==> config.mk <==
export PLATFORM = sky130hd
export DESIGN_NAME = mfcc_loop_seq_flat
export DESIGN_NICKNAME = d
export VERILOG_FILES = /design/src/rtl/mfcc_loop_seq_if.sv /design/src/rtl/mfcc_loop_seq.sv /design/src/flat_wrapper.sv
export SDC_FILE = /design/constraint.sdc
export NUM_CORES = 1
export LEC_CHECK = 0
export CORE_MARGIN = 3
export CORE_UTILIZATION = 50
export DETAILED_ROUTE_END_ITERATION = 7
export PLACE_DENSITY = 0.73
export SYNTH_ARGS = -nofsm -noshare
export SYNTH_HDL_FRONTEND = slang
export SYNTH_SLANG_ARGS = --single-unit
==> constraint.sdc <==
create_clock -name clk -period 4.7 [get_ports clk]
set_input_delay 1.175 -clock clk [delete_from_list [all_inputs] [get_ports clk]]
set_output_delay 1.175 -clock clk [all_outputs]
set_load 0.01 [all_outputs]
==> src/rtl/mfcc_loop_seq_if.sv <==
// mfcc_loop_seq_if: config, control and address-beat stream of the loop sequencer.
// MFCC_LOOP_SEQ_ABORT_EN adds the abort input.
interface mfcc_loop_seq_if #(
  parameter int IDX_WIDTH  = 6,
  parameter int ADDR_WIDTH = 12
);
  logic                  start;
  logic [IDX_WIDTH-1:0]  inner_last;
  logic [IDX_WIDTH-1:0]  outer_last;
  logic [ADDR_WIDTH-1:0] base_addr;
  logic [ADDR_WIDTH-1:0] stride;
  logic                  out_ready;
  logic                  out_valid;
  logic [ADDR_WIDTH-1:0] out_addr;
  logic [IDX_WIDTH-1:0]  out_inner;
  logic [IDX_WIDTH-1:0]  out_outer;
  logic                  out_row_end;
  logic                  out_last;
  logic                  busy;
  logic                  done;
`ifdef MFCC_LOOP_SEQ_ABORT_EN
  logic                  abort;
  modport master (
    input  start, inner_last, outer_last, base_addr, stride, out_ready, abort,
    output out_valid, out_addr, out_inner, out_outer, out_row_end, out_last, busy, done
  );
  modport slave (
    output start, inner_last, outer_last, base_addr, stride, out_ready, abort,
    input  out_valid, out_addr, out_inner, out_outer, out_row_end, out_last, busy, done
  );
`else
  modport master (
    input  start, inner_last, outer_last, base_addr, stride, out_ready,
    output out_valid, out_addr, out_inner, out_outer, out_row_end, out_last, busy, done
  );
  modport slave (
    output start, inner_last, outer_last, base_addr, stride, out_ready,
    input  out_valid, out_addr, out_inner, out_outer, out_row_end, out_last, busy, done
  );
`endif
endinterface

==> src/rtl/mfcc_loop_seq.sv <==
// mfcc_loop_seq: two-level loop sequencer emitting one buffer address per (outer, inner) pair.
// MFCC_LOOP_SEQ_ABORT_EN enables the abort input that returns RUN to IDLE.
module mfcc_loop_seq #(
  parameter int IDX_WIDTH  = 6,
  parameter int ADDR_WIDTH = 12
) (
  input logic           clk,
  input logic           rst_n,
  mfcc_loop_seq_if.master bus
);
  typedef enum logic [1:0] {IDLE, RUN, DONE} state_t;
  state_t                state_q, state_d;
  logic [IDX_WIDTH-1:0]  inner_q, inner_d, outer_q, outer_d, ilast_q, ilast_d, olast_q, olast_d;
  logic [ADDR_WIDTH-1:0] addr_q, addr_d, row_q, row_d, stride_q, stride_d;
  logic                  run, fire, abort, row_end, last;
`ifdef MFCC_LOOP_SEQ_ABORT_EN
  assign abort = bus.abort;
`else
  assign abort = 1'b0;
`endif
  assign run     = state_q == RUN;
  assign fire    = run & bus.out_ready;
  assign row_end = inner_q == ilast_q;
  assign last    = row_end & (outer_q == olast_q);
  always_comb begin
    state_d  = state_q;
    inner_d  = inner_q;
    outer_d  = outer_q;
    ilast_d  = ilast_q;
    olast_d  = olast_q;
    addr_d   = addr_q;
    row_d    = row_q;
    stride_d = stride_q;
    if (state_q == IDLE && bus.start) begin
      state_d  = RUN;
      inner_d  = '0;
      outer_d  = '0;
      ilast_d  = bus.inner_last;
      olast_d  = bus.outer_last;
      addr_d   = bus.base_addr;
      row_d    = bus.base_addr;
      stride_d = bus.stride;
    end else if (run && abort) begin
      state_d = IDLE;
    end else if (fire) begin
      if (!row_end) begin
        inner_d = inner_q + 1'b1;
        addr_d  = addr_q + 1'b1;
      end else if (!last) begin
        inner_d = '0;
        outer_d = outer_q + 1'b1;
        row_d   = row_q + stride_q;
        addr_d  = row_q + stride_q;
      end else begin
        state_d = DONE;
      end
    end else if (state_q == DONE) begin
      state_d = IDLE;
    end
  end
  always_ff @(posedge clk or negedge rst_n) begin
    if (!rst_n) begin
      state_q  <= IDLE;
      inner_q  <= '0;
      outer_q  <= '0;
      ilast_q  <= '0;
      olast_q  <= '0;
      addr_q   <= '0;
      row_q    <= '0;
      stride_q <= '0;
    end else begin
      state_q  <= state_d;
      inner_q  <= inner_d;
      outer_q  <= outer_d;
      ilast_q  <= ilast_d;
      olast_q  <= olast_d;
      addr_q   <= addr_d;
      row_q    <= row_d;
      stride_q <= stride_d;
    end
  end
  // Flags are qualified by RUN so idle registers never raise them.
  assign bus.out_valid   = run;
  assign bus.busy        = run;
  assign bus.done        = state_q == DONE;
  assign bus.out_addr    = addr_q;
  assign bus.out_inner   = inner_q;
  assign bus.out_outer   = outer_q;
  assign bus.out_row_end = run & row_end;
  assign bus.out_last    = run & last;
endmodule

==> src/flat_wrapper.sv <==
// flat-port wrapper written by rule: the top's interface ports become plain ports
module mfcc_loop_seq_flat 
#(
  parameter int IDX_WIDTH  = 6,
  parameter int ADDR_WIDTH = 12
)
  (clk, rst_n, bus_start, bus_inner_last, bus_outer_last, bus_base_addr, bus_stride, bus_out_ready, bus_out_valid, bus_out_addr, bus_out_inner, bus_out_outer, bus_out_row_end, bus_out_last, bus_busy, bus_done);
  mfcc_loop_seq_if #(.IDX_WIDTH(IDX_WIDTH), .ADDR_WIDTH(ADDR_WIDTH)) bus_i ();
  input logic clk;
  input logic rst_n;
  input wire logic [$bits(bus_i.start)-1:0] bus_start;
  input wire logic [$bits(bus_i.inner_last)-1:0] bus_inner_last;
  input wire logic [$bits(bus_i.outer_last)-1:0] bus_outer_last;
  input wire logic [$bits(bus_i.base_addr)-1:0] bus_base_addr;
  input wire logic [$bits(bus_i.stride)-1:0] bus_stride;
  input wire logic [$bits(bus_i.out_ready)-1:0] bus_out_ready;
  output wire logic [$bits(bus_i.out_valid)-1:0] bus_out_valid;
  output wire logic [$bits(bus_i.out_addr)-1:0] bus_out_addr;
  output wire logic [$bits(bus_i.out_inner)-1:0] bus_out_inner;
  output wire logic [$bits(bus_i.out_outer)-1:0] bus_out_outer;
  output wire logic [$bits(bus_i.out_row_end)-1:0] bus_out_row_end;
  output wire logic [$bits(bus_i.out_last)-1:0] bus_out_last;
  output wire logic [$bits(bus_i.busy)-1:0] bus_busy;
  output wire logic [$bits(bus_i.done)-1:0] bus_done;
  assign bus_i.start = bus_start;
  assign bus_i.inner_last = bus_inner_last;
  assign bus_i.outer_last = bus_outer_last;
  assign bus_i.base_addr = bus_base_addr;
  assign bus_i.stride = bus_stride;
  assign bus_i.out_ready = bus_out_ready;
  assign bus_out_valid = bus_i.out_valid;
  assign bus_out_addr = bus_i.out_addr;
  assign bus_out_inner = bus_i.out_inner;
  assign bus_out_outer = bus_i.out_outer;
  assign bus_out_row_end = bus_i.out_row_end;
  assign bus_out_last = bus_i.out_last;
  assign bus_busy = bus_i.busy;
  assign bus_done = bus_i.done;
  mfcc_loop_seq #(.IDX_WIDTH(IDX_WIDTH), .ADDR_WIDTH(ADDR_WIDTH)) u_core (.clk(clk), .rst_n(rst_n), .bus(bus_i));
endmodule
==> results of run 1 <==
[cell families (layout without fill, tap and decap cells)]
family	count (synthesis)	after routing	synth area share [%]
AO/OA/AOI/OAI	90	90	16.5
XOR/XNOR	30	30	7.11
adder cells (fa/ha/maj)	15	15	5.28
buffers and inverters	26	95	2.91
flip-flops	62	62	42.0
multiplexers	6	6	1.66
AND/OR/NAND/NOR	200	200	24.6
[cell usage after synthesis, drive strengths merged (3+ instances only)]
library cell / n / area [um^2]
dfrtp: 62 / 1550
a21oi: 17 / 85.1
mux2i: 5 / 50.1
a21o: 8 / 60.1
nand2: 99 / 374
nor2b: 5 / 31.3
and3: 7 / 43.8
buf: 5 / 28.8
o21ai: 21 / 105
nor3: 9 / 50.1
ha: 14 / 175
nor2: 29 / 109
o21a: 4 / 30.0
nand3: 24 / 120
o22ai: 3 / 18.8
or3: 3 / 18.8
xnor2: 20 / 175
inv: 6 / 22.5
o2111ai: 3 / 26.3
clkbuf: 15 / 56.3
and2: 7 / 43.8
a211oi: 5 / 50.1
xor2: 10 / 87.6
nand4: 9 / 56.3
o211ai: 4 / 30.0
o31ai: 3 / 22.5
a31oi: 7 / 43.8
[through the flow]
stage               hold slack [ns]  power, mW
floorplan                     0.452       2.06
finish                        0.496       3.10
detailed placement            0.479       2.55
CTS                           0.500       3.10
global route                  0.515       3.34
global placement              0.474       2.52
[worst min-delay path, delay by kind of cell, from the launching register on]
kind	cells	cell delay [ns]
flops	1	0.36
simple gates	2	0.11
[layer usage]
metal / up-vias / track usage [%] / routed length, um
li1: 1633 / - / -
met1: 1582 / 34.1 / 4620
met2: 94 / 36.7 / 4410
met3: 11 / 5.82 / 570
met4: 0 / 5.69 / 76
met5: - / 0 / 0
[sequential cells by signal, summed over array words and instances (netlist names)]
signal and count:
u_core.bus.out_outer 6, u_core.bus.out_addr 12, u_core.bus.out_inner 6, u_core.row_q 12, u_core.state_q 2, u_core.ilast_q 6, u_core.stride_q 12, u_core.olast_q 6
[power by group]
| part | total (mW) | internal (mW) | switching (mW) | leakage [nW] |
|---|---|---|---|---|
| Sequential | 0.989 | 0.758 | 0.231 | 0.760 |
| Clock | 0.532 | 0.311 | 0.221 | 0.108 |
| Combinational | 1.58 | 0.739 | 0.838 | 1.21 |
| Total | 3.10 | 1.81 | 1.29 | 2.08 |
[final timing paths]
check                                     endpoint  slack, ns  cells past startpoint                    start
hold / removal                  u_core.stride_q[3]       0.50                      2       u_core.stride_q[3]
max in group asynchronous   u_core.bus.out_addr[3]       2.89                      2                    rst_n
min in group asynchronous  u_core.bus.out_addr[10]       0.98                      1                    rst_n
setup / recovery                   bus_out_row_end       1.12                      5  u_core.bus.out_inner[1]
hold reg to reg                 u_core.stride_q[3]       0.50                      2       u_core.stride_q[3]
setup reg to reg                   u_core.row_q[9]       2.08                      6  u_core.bus.out_inner[1]
[layout make-up]
cell class                 count  area (um^2)
fill                         596         2310
multi-input combinational    341         2040
sequential                    62         1550
timing repair buffer          73          713
clock buffer                  10          138
tap                           96          120
clock inverter                 6         85.1
inverter                       6         22.5
==> impl_metrics.toml, run 1 <==
[status]
outcome = "finished clean"

[critical_path]
slowest_stage = "clkdlybuf4s50_1"
crit_family = "simple AND/OR/NAND/NOR gates"
crit_fanout = 17
endpoint_kind = "output port"
worst-path-buf-inv = 1
start_kind = "flop"
crit_required_ns = 3.52
path_class = "reg -> out"
cp_cell_sequence = "xnor2_1 > nand4_1 > or2_2 > nor3_1 > clkdlybuf4s50_1"
crit_arrival_ns = 2.41
cp_slowest_stage_delay_ns = 0.57

[synth]
synth_cell_type_count = 53
yosys_register_bits = 62
syn_area_per_cell_um2 = 8.61
synthFlopType = "dfrtp_1"
ys_async_sr_fraction_pct = 100
synth_seq_area_share_pct = 42.0
synthCells = 429
synth_edf_count = 0
synthesis.nets = 484
netlist_area_mm2 = 0.00369
yosysWarnings = 0

[drt]
routed_wl_um = 9670
initialDrtViolationCount = 143
drtAntennaViolNets = 0
viasPerCell = 5.59
drc = 0
wl_per_cell_um = 16.3
drtPass1Iterations = 4
detailroute.via_count = 3320

[sta]
worst_slack_ns = 1.12
tns_ns = 0
slew_viol_final = 0
rsz0062_at_grt = "no"
finalCritPeriodShare_pct = 76.3
final-setup-viol-count = 0
max_freq_mhz = 279
worst_slew_pin_slew_ns = 1.01
slew_headroom_pct = 32.9
post-route-min-period_ns = 3.58
finalHoldViolCount = 0
fin_skew_ns = 0.0104

[place]
placed_area_mm2 = 0.00445
port_buffers = 68
hpwlAfterDp_um = 6840
dp.cells = 578
place_congestion = 0.904
place_ws_ns = 1.50

[clock_tree]
cts_tree = "yes"
cts_resized = 0
cts_buffers = 9
cts_setup_buffers = 0
cts_hold_buf = 0
clockBufferDepth = 2
clkLatencyLatePin_ns = 0.35
clk_pin_slew_ns = 0.08
cts_root_buffer = "clkbuf_8"
h-tree-depth = 3
cts_sinks = 62

[floorplanning]
start_util_pct = 52.9
fp-row-count = 30
die_h_um = 92.0
die_w_um = 92.0
core_area_mm2 = 0.00698
fp.dieArea_mm2 = 0.00846
ioPinCount = 69

[cells_and_area]
mostFrequentLayoutCells = "nand2_1 (98), clkdlybuf4s50_1 (67), dfrtp_1 (62)"
final_util_pct = 66.9
mostFrequentLayoutCell = "nand2_1"
nets = 548
antenna_cells = 0
drive_above_1_share_pct = 6.22
fin_area_mm2 = 0.00467
fin_cells = 594
area_delta_synth_final_pct = 26.4

[pwr]
p_per_area_mw_per_mm2 = 663
ir_drop_mv = 0.337
cellLeakagePower_nw = 2.08

[grt]
grt_max_degree = 45
grt_pass1_wl_um = 16000
grt_pass1_vias = 3150
grt_usage_pct = 23.9
gr-total-overflow = 0
grt_antenna_before_repair = 0

[run]
max-cap-violations = 0

[hold_path]
min-delay-path-class = "reg -> reg"
Power figures use the tool's default switching activity.
==> run 2: changes to the inputs <==
- clock period: 4.7 -> 3.65 ns (I/O delays scaled with it)
==> run 2 against run 1 <==
  * Cell count rose by 1.0%
  * Critical endpoint unchanged
  * Largest cell class unchanged
  * Hold slack improved by 0.00053 ns
  * Register-to-register slack got worse by 0.82 ns
  * Clock-buffer cell count did not move
  * Total power rose by 24%
  * Critical path type unchanged
  * Sequential share of layout area rose by 0.080 points
  * Critical path depth did not move
  * Flip-flop and latch count did not move
==> impl_metrics.toml, run 2 (synthesis gave the netlist of run 1 again) <==
[status]
outcome = "finished clean"

[place]
hpwlAfterDp_um = 7100
place_congestion = 0.891
place_ws_ns = 0.709
dp.cells = 584
port_buffers = 68

[pwr]
ir_drop_mv = 0.381
swShare_pct = 43.1
intPower_mw = 2.19
seqPwrFrac_pct = 33.1
combPwrFrac_pct = 53.2
power_frac_clock_pct = 13.7
power_mw = 3.84
p_per_area_mw_per_mm2 = 824
power.switching_mw = 1.66
cellLeakagePower_nw = 2.08

[sta]
worst_slack_ns = 0.322
rsz0062_at_grt = "no"
fin_skew_ns = 0.00868
tns_ns = 0
slew_viol_final = 0
slew_headroom_pct = 65.1
finalHoldViolCount = 0
finalCritPeriodShare_pct = 91.2
worst_slew_pin_slew_ns = 0.524
final-setup-viol-count = 0
max_freq_mhz = 300
post-route-min-period_ns = 3.33

[grt]
grt_max_degree = 42
grt_pass1_vias = 3251
grt_pass1_wl_um = 16400
grt_antenna_before_repair = 0
grt_usage_pct = 24.3
gr-total-overflow = 0

[floorplanning]
start_util_pct = 52.9
ioPinCount = 69
die_h_um = 92.0
die_w_um = 92.0
fp-row-count = 30
core_area_mm2 = 0.00698
fp.dieArea_mm2 = 0.00846

[critical_path]
crit_fanout = 17
start_kind = "flop"
crit_required_ns = 2.74
crit_arrival_ns = 2.42
path_class = "reg -> out"
endpoint_kind = "output port"

[drt]
detailroute.via_count = 3375
drtPass1Iterations = 6
drc = 0
wl_per_cell_um = 16.2
routed_wl_um = 9750
drtAntennaViolNets = 0
viasPerCell = 5.63
initialDrtViolationCount = 215

[cells_and_area]
drive_above_1_share_pct = 7.14
mostFrequentLayoutCells = "nand2_1 (98), clkdlybuf4s50_1 (67), dfrtp_1 (62)"
mostFrequentLayoutCell = "nand2_1"
fin_cells = 600
area_delta_synth_final_pct = 26.1
nets = 554
antenna_cells = 0

[hold_path]
min-delay-path-class = "reg -> reg"

[clock_tree]
clkLatencyLatePin_ns = 0.35
cts_sinks = 62
clockBufferDepth = 2
h-tree-depth = 3
cts_root_buffer = "clkbuf_8"
clk_pin_slew_ns = 0.07
cts_resized = 0
cts_buffers = 9
cts_setup_buffers = 0
cts_tree = "yes"
cts_hold_buf = 0

[run]
max-cap-violations = 0
run 2: layer usage:
metal	GRT usage, %	vias up	share of wire (%)
li1	-	1644	-
met1	34.9	1590	46
met2	37.1	127	46
met3	6.07	14	6.6
met4	5.82	0	1.1
met5	0	-	0
run 2: path summary, 6_finish.rpt:
| check | startpoint | to | slack (ns) | depth (start not counted) |
|---|---|---|---|---|
| setup / recovery | u_core.bus.out_inner[2] | bus_out_row_end | 0.32 | 5 |
| hold / removal | u_core.stride_q[3] | u_core.stride_q[3] | 0.50 | 2 |
| setup reg to reg | u_core.stride_q[4] | u_core.row_q[11] | 1.26 | 7 |
| hold reg to reg | u_core.stride_q[3] | u_core.stride_q[3] | 0.50 | 2 |
| max in group asynchronous | rst_n | u_core.bus.out_addr[6] | 2.20 | 2 |
| min in group asynchronous | rst_n | u_core.row_q[10] | 0.53 | 1 |
run 2: cell type report:
type	instances	area [um^2]
repair buffers	79	758
inverters	6	22.5
fillers	597	2320
well taps	96	120
clock inverters	6	38.8
clock buffers	10	128
multi-input cells	341	2040
flip-flops and latches	62	1550
run 2: critical path: stages, from the launching register on:
cell	delay, ns
dfrtp_1	0.46
xnor2_1	0.17
nand4_1	0.18
or2_2	0.49
nor3_1	0.19
clkdlybuf4s50_1	0.56
run 2: stage by stage:
step	area, um^2	hold WS, ns	utilization [%]
final	4660	0.496	66.8
after detailed placement	4490	0.482	64.4
after global routing	4660	0.522	66.8
after global placement	4490	0.473	64.4
after CTS	4660	0.500	66.8
after floorplan	3690	0.452	-
run 2: power by group through the flow:
| stage | sequential [mW] | clock, mW | combinational [mW] |
|---|---|---|---|
| final | 1.27 | 0.526 | 2.04 |
| after floorplan | 1.24 | 0 | 1.41 |
| after global routing | 1.31 | 0.565 | 2.30 |
| after CTS | 1.26 | 0.538 | 2.04 |
| after detailed placement | 1.27 | 0 | 2.02 |
| after global placement | 1.26 | 0 | 1.99 |
